<file path="config.mk">
export PLATFORM = sky130hd
export DESIGN_NAME = button_bank_debouncer
export DESIGN_NICKNAME = d
export VERILOG_FILES = /design/src/rtl/kt_button_pkg.sv /design/src/rtl/button_channel.sv /design/src/rtl/button_bank_debouncer.sv
export SDC_FILE = /design/constraint.sdc
export NUM_CORES = 1
export LEC_CHECK = 0
export ABC_AREA = 1
export BUFFER_PORTS_ARGS = -buffer_cell sky130_fd_sc_hd__buf_4
export CAP_MARGIN = 20
export CORE_ASPECT_RATIO = 2
export CORE_UTILIZATION = 55
export DETAILED_ROUTE_END_ITERATION = 16
export GPL_ROUTABILITY_DRIVEN = 0
export PLACE_DENSITY = 0.82
export SYNTH_ARGS = -nofsm -noshare
export SYNTH_HDL_FRONTEND = slang
export SYNTH_HIERARCHICAL = 1
export SYNTH_SLANG_ARGS = --single-unit
</file>
<file path="constraint.sdc">
create_clock -name clk -period 5.19 [get_ports clk]
set_input_delay 0.2595 -clock clk [delete_from_list [all_inputs] [get_ports clk]]
set_output_delay 0.2595 -clock clk [all_outputs]
set_load 0.03 [all_outputs]
</file>
<file path="src/rtl/kt_button_pkg.sv">
// ============================================================================
// Module      : kt_button_pkg
// Description : Shared clock and timing defaults for the kitchen-timer buttons.
// Revision    : 1.0 - initial release
// ============================================================================
`default_nettype none

package kt_button_pkg;

    localparam int unsigned CLK_HZ            = 50_000_000;

    // 2^16 cycles is roughly 1.3 ms of required stability at CLK_HZ.
    localparam int unsigned DEB_CYCLES_DEF    = 65536;
    localparam int unsigned HOLD_CYCLES_DEF   = CLK_HZ;
    localparam int unsigned REPEAT_CYCLES_DEF = CLK_HZ / 5;

endpackage

`default_nettype wire

</file>
<file path="src/rtl/button_channel.sv">
// ============================================================================
// Module      : button_channel
// Description : One button: synchroniser, debounce, long-press and repeat.
//               Auto-repeat is built only when BTN_AUTO_REPEAT_EN is defined.
// Revision    : 1.0 - initial release
// ============================================================================
`default_nettype none

module button_channel
    import kt_button_pkg::*;
#(
    parameter int unsigned DEB_CYCLES    = DEB_CYCLES_DEF,
    parameter int unsigned HOLD_CYCLES   = HOLD_CYCLES_DEF,
    parameter int unsigned REPEAT_CYCLES = REPEAT_CYCLES_DEF,
    parameter bit          ACTIVE_LOW    = 1'b1
) (
    input  logic clk,
    input  logic rst,
    input  logic pb_in,
    output logic pb_state,
    output logic pb_down,
    output logic pb_up,
    output logic pb_long,
    output logic pb_repeat
);

    localparam int unsigned          c_deb_w     = $clog2(DEB_CYCLES + 1);
    localparam int unsigned          c_hold_w    = $clog2(HOLD_CYCLES + 1);
    localparam logic [c_deb_w-1:0]   c_deb_last  = c_deb_w'(DEB_CYCLES - 1);
    localparam logic [c_hold_w-1:0]  c_hold_last = c_hold_w'(HOLD_CYCLES - 1);
    localparam logic [c_hold_w-1:0]  c_hold_max  = c_hold_w'(HOLD_CYCLES);

    logic                w_pin_norm;
    logic                r_sync0;
    logic                r_sync1;
    logic [c_deb_w-1:0]  r_deb_cnt;
    logic [c_hold_w-1:0] r_hold_cnt;
    logic                r_state;
    logic                r_down;
    logic                r_up;
    logic                r_long;
    logic                w_mismatch;
    logic                w_accept;
    logic                w_rise;
    logic                w_fall;
    logic                w_long_hit;

    assign w_pin_norm = ACTIVE_LOW ? ~pb_in : pb_in;

    always_ff @(posedge clk) begin
        if (rst) begin
            r_sync0 <= 1'b0;
            r_sync1 <= 1'b0;
        end else begin
            r_sync0 <= w_pin_norm;
            r_sync1 <= r_sync0;
        end
    end

    // Any cycle agreeing with the accepted level restarts the stability count.
    assign w_mismatch = (r_sync1 != r_state);
    assign w_accept   = w_mismatch && (r_deb_cnt == c_deb_last);
    assign w_rise     = w_accept && !r_state;
    assign w_fall     = w_accept &&  r_state;

    always_ff @(posedge clk) begin
        if (rst) begin
            r_deb_cnt <= '0;
            r_state   <= 1'b0;
            r_down    <= 1'b0;
            r_up      <= 1'b0;
        end else begin
            if (!w_mismatch || w_accept) begin
                r_deb_cnt <= '0;
            end else begin
                r_deb_cnt <= r_deb_cnt + c_deb_w'(1);
            end
            if (w_accept) begin
                r_state <= ~r_state;
            end
            r_down <= w_rise;
            r_up   <= w_fall;
        end
    end

    // Saturating at HOLD_CYCLES guarantees a single long strobe per press.
    assign w_long_hit = r_state && (r_hold_cnt == c_hold_last) && !w_fall;

    always_ff @(posedge clk) begin
        if (rst || !r_state || w_fall) begin
            r_hold_cnt <= '0;
            r_long     <= 1'b0;
        end else begin
            if (r_hold_cnt != c_hold_max) begin
                r_hold_cnt <= r_hold_cnt + c_hold_w'(1);
            end
            r_long <= w_long_hit;
        end
    end

`ifdef BTN_AUTO_REPEAT_EN
    localparam int unsigned         c_rpt_w    = $clog2(REPEAT_CYCLES + 1);
    localparam logic [c_rpt_w-1:0]  c_rpt_last = c_rpt_w'(REPEAT_CYCLES - 1);

    logic               r_long_seen;
    logic [c_rpt_w-1:0] r_rpt_cnt;
    logic               r_repeat;
    logic               w_rpt_hit;

    assign w_rpt_hit = r_long_seen && r_state && (r_rpt_cnt == c_rpt_last) && !w_fall;

    always_ff @(posedge clk) begin
        if (rst || !r_state || w_fall) begin
            r_long_seen <= 1'b0;
            r_rpt_cnt   <= '0;
            r_repeat    <= 1'b0;
        end else begin
            if (w_long_hit) begin
                r_long_seen <= 1'b1;
            end
            if (!r_long_seen || w_rpt_hit) begin
                r_rpt_cnt <= '0;
            end else begin
                r_rpt_cnt <= r_rpt_cnt + c_rpt_w'(1);
            end
            r_repeat <= w_rpt_hit;
        end
    end

    assign pb_repeat = r_repeat;
`else
    assign pb_repeat = 1'b0;
`endif

    assign pb_state = r_state;
    assign pb_down  = r_down;
    assign pb_up    = r_up;
    assign pb_long  = r_long;

endmodule

`default_nettype wire

</file>
<file path="src/rtl/button_bank_debouncer.sv">
// ============================================================================
// Module      : button_bank_debouncer
// Description : N-channel push-button conditioner built from button_channel.
//               Auto-repeat is enabled by defining BTN_AUTO_REPEAT_EN.
// Revision    : 1.0 - initial release
// ============================================================================
`default_nettype none

module button_bank_debouncer
    import kt_button_pkg::*;
#(
    parameter int unsigned N_BTN         = 4,
    parameter int unsigned DEB_CYCLES    = DEB_CYCLES_DEF,
    parameter int unsigned HOLD_CYCLES   = HOLD_CYCLES_DEF,
    parameter int unsigned REPEAT_CYCLES = REPEAT_CYCLES_DEF,
    parameter bit          ACTIVE_LOW    = 1'b1
) (
    input  logic             clk,
    input  logic             rst,
    input  logic [N_BTN-1:0] pb_in,
    output logic [N_BTN-1:0] pb_state,
    output logic [N_BTN-1:0] pb_down,
    output logic [N_BTN-1:0] pb_up,
    output logic [N_BTN-1:0] pb_long,
    output logic [N_BTN-1:0] pb_repeat,
    output logic             any_down
);

    generate
        for (genvar i = 0; i < int'(N_BTN); i++) begin : g_ch
            button_channel #(
                .DEB_CYCLES    (DEB_CYCLES),
                .HOLD_CYCLES   (HOLD_CYCLES),
                .REPEAT_CYCLES (REPEAT_CYCLES),
                .ACTIVE_LOW    (ACTIVE_LOW)
            ) u_channel (
                .clk       (clk),
                .rst       (rst),
                .pb_in     (pb_in[i]),
                .pb_state  (pb_state[i]),
                .pb_down   (pb_down[i]),
                .pb_up     (pb_up[i]),
                .pb_long   (pb_long[i]),
                .pb_repeat (pb_repeat[i])
            );
        end
    endgenerate

    assign any_down = |pb_down;

endmodule

`default_nettype wire
</file>
After elaboration in Yosys (flattened, before gate mapping) --
Index checks and enable logic that the tools add are counted.
Word-level totals: bits in read-only memories 0, bits in writable memories 0, register bits after elaboration 196, memories 0, word-level logic and storage cells 113, input port bits 6, latch bits 0, output and inout port bits 21
Cells by class: reductions and logical operators 49, div/mod/pow operators 0, muxes and demuxes 0, $lt $le $gt $ge 0, $mul 0, equality and inequality tests 16, bitwise operators 8, $add $sub $neg 8, shift-type cells 0
Operators by type and width (number):
- adder 26 x 1 -> 26 bit (second input constant) | 4
- equality test 26 bit (second input constant) | 4
- inequality test 26 bit (second input constant) | 4
- adder 17 x 1 -> 17 bit (second input constant) | 4
- equality test 17 x 16 -> 1 bit (second input constant) | 4
- logical AND 1 bit | 20
- logical NOT 1 bit | 12
- logical OR 1 bit | 12
- NOT 1 bit | 8
- OR reduction 2 bit | 4
- inequality test 1 bit | 4
- OR reduction 4 bit | 1

Depth between registers and ports, before layout --
depth after elaboration 5, mapped depth 14, gate-level depth less buffers 13

Modules after synthesis --
The synthesis kept the hierarchy.
Modules (own cells, without submodules):
- button_channel | area an instance 2482.4 um^2, sequential area each 980.9 um^2, cells an instance 384, instances 4
- button_bank_debouncer | area an instance 11.3 um^2, sequential area each 0.0 um^2, cells an instance 3, instances 1

Worst setup path after synthesis --
No wires, ideal clock.
path type reg-to-reg, start point register g_ch[0].u_channel.r_deb_cnt[0], end point register g_ch[0].u_channel.r_hold_cnt[7], stages on the path, launching flop included 15, path buffers 1, clock period less this slack 1.987 ns, setup time 0.119 ns, arrival 1.868 ns, slack 3.203 ns, data required time 5.071 ns, path through dfxtp_1 -> ha_1 -> nand2_1 -> inv_1 -> nand3_1 -> nor2_1 -> nand3_1 -> nor3_1 -> ha_1 -> nand3b_1 -> nand3_1 -> inv_2 -> buf_4 -> o21ai_0 -> a21oi_1
Between the ends: longest elaborated chain between the ends 4
Ends and longest elaborated chain:
- start: declaration | line button_channel.sv:36 | logic [c_deb_w-1:0] r_deb_cnt;
- start signal: assignment | line button_channel.sv:76 | r_deb_cnt <= r_deb_cnt + c_deb_w'(1);
- equality test 17 x 16 -> 1 bit | line button_channel.sv:62 | assign w_accept = w_mismatch && (r_deb_cnt == c_deb_last);
- logical AND 1 bit | line button_channel.sv:62
- logical AND 1 bit | line button_channel.sv:64 | assign w_fall = w_accept && r_state;
- logical OR 1 bit | line button_channel.sv:90 | if (rst || !r_state || w_fall) begin
- end signal: assignment | line button_channel.sv:95 | r_hold_cnt <= r_hold_cnt + c_hold_w'(1);
- end: declaration | line button_channel.sv:37 | logic [c_hold_w-1:0] r_hold_cnt;
No other way between the ends. A chain may end at the register's enable or synchronous reset.

Final worst setup path --
start point register g_ch[0].u_channel.r_deb_cnt[0], end point register g_ch[0].u_channel.r_hold_cnt[3]
The elaborated chain is that of the path after synthesis.

==> impl_metrics.yaml <==
sta:
  slew_headroom_pct: 59.0
  slew_viol_final: 0
  fmax_ghz: 0.374
  hold_ws_ps: 193
  fin_crit_ps: 2670
  setup_tns_ps: 0
  period_share_pct: 51.5
  clock_skew_ps: 11.2
  finalSetupViolations: 0
  worst_pin_slew_ps: 614
  setup_ws_ps: 2520
  rsz0062_at_grt: "false"
  hold_violations: 0
worst_hold_path:
  hold_path.class: "input port to register"
drt:
  drc: 0
  dr_wl_met2_um: 12100
  drtPass1Iterations: 5
  met1Wirelength_um: 7960
  ant_nets: 0
  finalWirelength_um: 21900
  num_vias: 9357
  wl_met3_um: 592
  top_layer: "met4"
  initialDrtViolationCount: 440
  avgRoutedWirePerCell_um: 12.2
  viasPerCell: 5.21
critical_path:
  critPathLaunchType: "register"
  path_class: "register to register"
  path_cells: "ha_1 > nand2_1 > inv_1 > nand3_1 > nor2_1 > nand3_1 > nor3_1 > ha_1 > nand3b_1 > nand3_1 > inv_2 > o21ai_0 > a21oi_1"
  cp_top_family: "simple AND/OR/NAND/NOR gates"
  critPathBufInv: 2
  cp_slowest_stage_delay_ps: 450
  crit_top_cell: "nand3_1"
  end_kind: "register"
  cp.arrival_ps: 2990
  crit_fanout: 16
  slowest_stage: "nand3_1"
  worstPathRequired_ps: 5510
pwr:
  power_density_nw_per_um2: 253
  power_mw: 2.75
  ir_worst_vdd_v: 0.000200
  leakage_nw: 3.65
floorplanning:
  floorplan.initialDensity_pct: 56.2
  core_area_um2: 17700
  fp.dieW_um: 97.1
  num_io_pins: 27
  row_count: 69
  die_area_um2: 18600
  die_y_um: 192
placed_design:
  hpwlAfterDp_um: 16800
  io_buffers: 22
  pre_cts_slack_ps: 2510
  postPlaceCellArea_um2: 10300
  dp_cells: 1762
clock_network:
  cts.sinks: 196
  ctsResizeCount: 0
  insertion_delay_ps: 440
  cts_buffer_depth: 2
  cts.reportedPaths.clkPinSlew_ps: 70
  cts_buffers: 17
  cts_tree: "done"
  cts_root_buf: "clkbuf_16"
  htree_levels: 4
logic_synthesis:
  ys_seq_elements: 196
  syn_area_um2: 9940
  ys_seq_area_share_pct: 39.5
  synth_area_per_cell_um2: 6.46
  synth_nets: 1561
  synth_cell_types: 23
  synth_cells: 1539
  synth_warnings: 6
final_layout:
  instances_no_fill: 1796
  insertedDiodeCount: 0
  syn2layout_area_growth_pct: 9.28
  nets: 1594
  final_cell_area_um2: 10900
  final_core_utilization_pct: 61.4
  drive_above_1_share_pct: 7.26
global_route:
  grt_pass1_vias: 9072
  grt_pass1_wl_um: 37700
  grt_max_degree: 29
  grt_usage_pct: 24.7
  grt_overflow: 0
  antenna_found_initial: 0
run:
  maxCapViolCount: 0
run_status:
  outcome: "finished clean"
kinds of logic (layout without fill, tap and decap cells):
| family | count (synthesis) | after routing | share of synthesized area, % |
|---|---|---|---|
| DFF | 196 | 196 | 39.5 |
| buffers and inverters | 208 | 252 | 8.21 |
| and+or+nand+nor | 935 | 935 | 40.3 |
| AOI/OAI and AO/OA | 164 | 164 | 8.46 |
| xor gates and xnor gates | 16 | 16 | 1.41 |
| adders and majority gates | 16 | 16 | 2.01 |
| other | 4 | 4 | 0.151 |
worst paths after layout:
check,from,endpoint,slack [ps],cells after the start
setup / recovery,g_ch[0].u_channel/r_deb_cnt[0],g_ch[0].u_channel/r_hold_cnt[3],2520,13
hold / removal,rst,g_ch[3].u_channel/r_sync0,190,2
setup reg to reg,g_ch[0].u_channel/r_deb_cnt[0],g_ch[0].u_channel/r_hold_cnt[3],2520,13
hold reg to reg,g_ch[3].u_channel/r_sync0,g_ch[3].u_channel/r_sync1,400,2
registers in the layout, indices dropped and copies added (netlist names):
signal / count
g_ch.u_channel/pb_long: 4
g_ch.u_channel/r_deb_cnt: 68
g_ch.u_channel/r_hold_cnt: 104
g_ch.u_channel/r_sync1: 4
g_ch.u_channel/pb_up: 4
g_ch.u_channel/r_sync0: 4
g_ch.u_channel/pb_state: 4
g_ch.u_channel/pb_down: 4
synth_stat cells (all sizes together):
cell type / instances / area (um^2)
nor2: 410 / 1650
nand2: 377 / 1460
dfxtp: 196 / 3920
inv: 196 / 736
nand3: 84 / 500
a21oi: 80 / 400
o21ai: 76 / 380
nand4: 32 / 200
ha: 16 / 200
nand3b: 16 / 120
nor3: 16 / 80.1
xor2: 16 / 140
buf: 12 / 80.1
a211oi: 4 / 30.0
conb: 4 / 15.0
o21a: 4 / 30.0
per-layer routing:
layer,vias up,GRT usage (%)
met5,-,0
met1,4170,21.7
li1,4885,-
met2,203,49.8
met3,99,3.68
met4,0,17.0
layout by cell type (no fill, tap or decap):
cell type	instances
nand3_2	16
a211oi_1	4
clkinv_4	1
nor2_1	382
nor3_1	16
inv_1	192
inv_2	4
buf_4	22
nor2_4	8
nand3b_1	16
nand3_1	68
inv_8	2
nand4_1	32
nand2_2	16
dlygate4sd3_1	4
xor2_1	16
o21ai_0	72
nand2_1	361
clkbuf_16	17
conb_1	4
clkbuf_1	1
ha_1	16
nor2_2	20
clkinvlp_4	4
o21ai_1	4
dfxtp_1	196
o21a_1	4
clkinv_2	1
inv_6	4
a21oi_1	80
cell type report:
class | count | area [um^2]
inverter | 196 | 736
multi-input combinational | 1135 | 5200
tap | 213 | 267
fill | 1604 | 6840
clock inverter | 12 | 101
clock buffer | 18 | 429
sequential | 196 | 3920
timing repair buffer | 26 | 205
report_power, final:
part           switching [mW]  total (mW)  leakage (nW)  internal [mW]
logic                  0.0175      0.0263          1.82        0.00885
clock network           0.591        1.21         0.250          0.620
registers             0.00209        1.51          1.58           1.51
total                   0.611        2.75          3.65           2.14
timing repair:
| action | in CTS | in global routing |
|---|---|---|
| endpoints found under the hold margin | 4 | 0 |
| hold buffers | 4 | 0 |
| setup buffers | 0 | 0 |
Power figures use the tool's default switching activity.
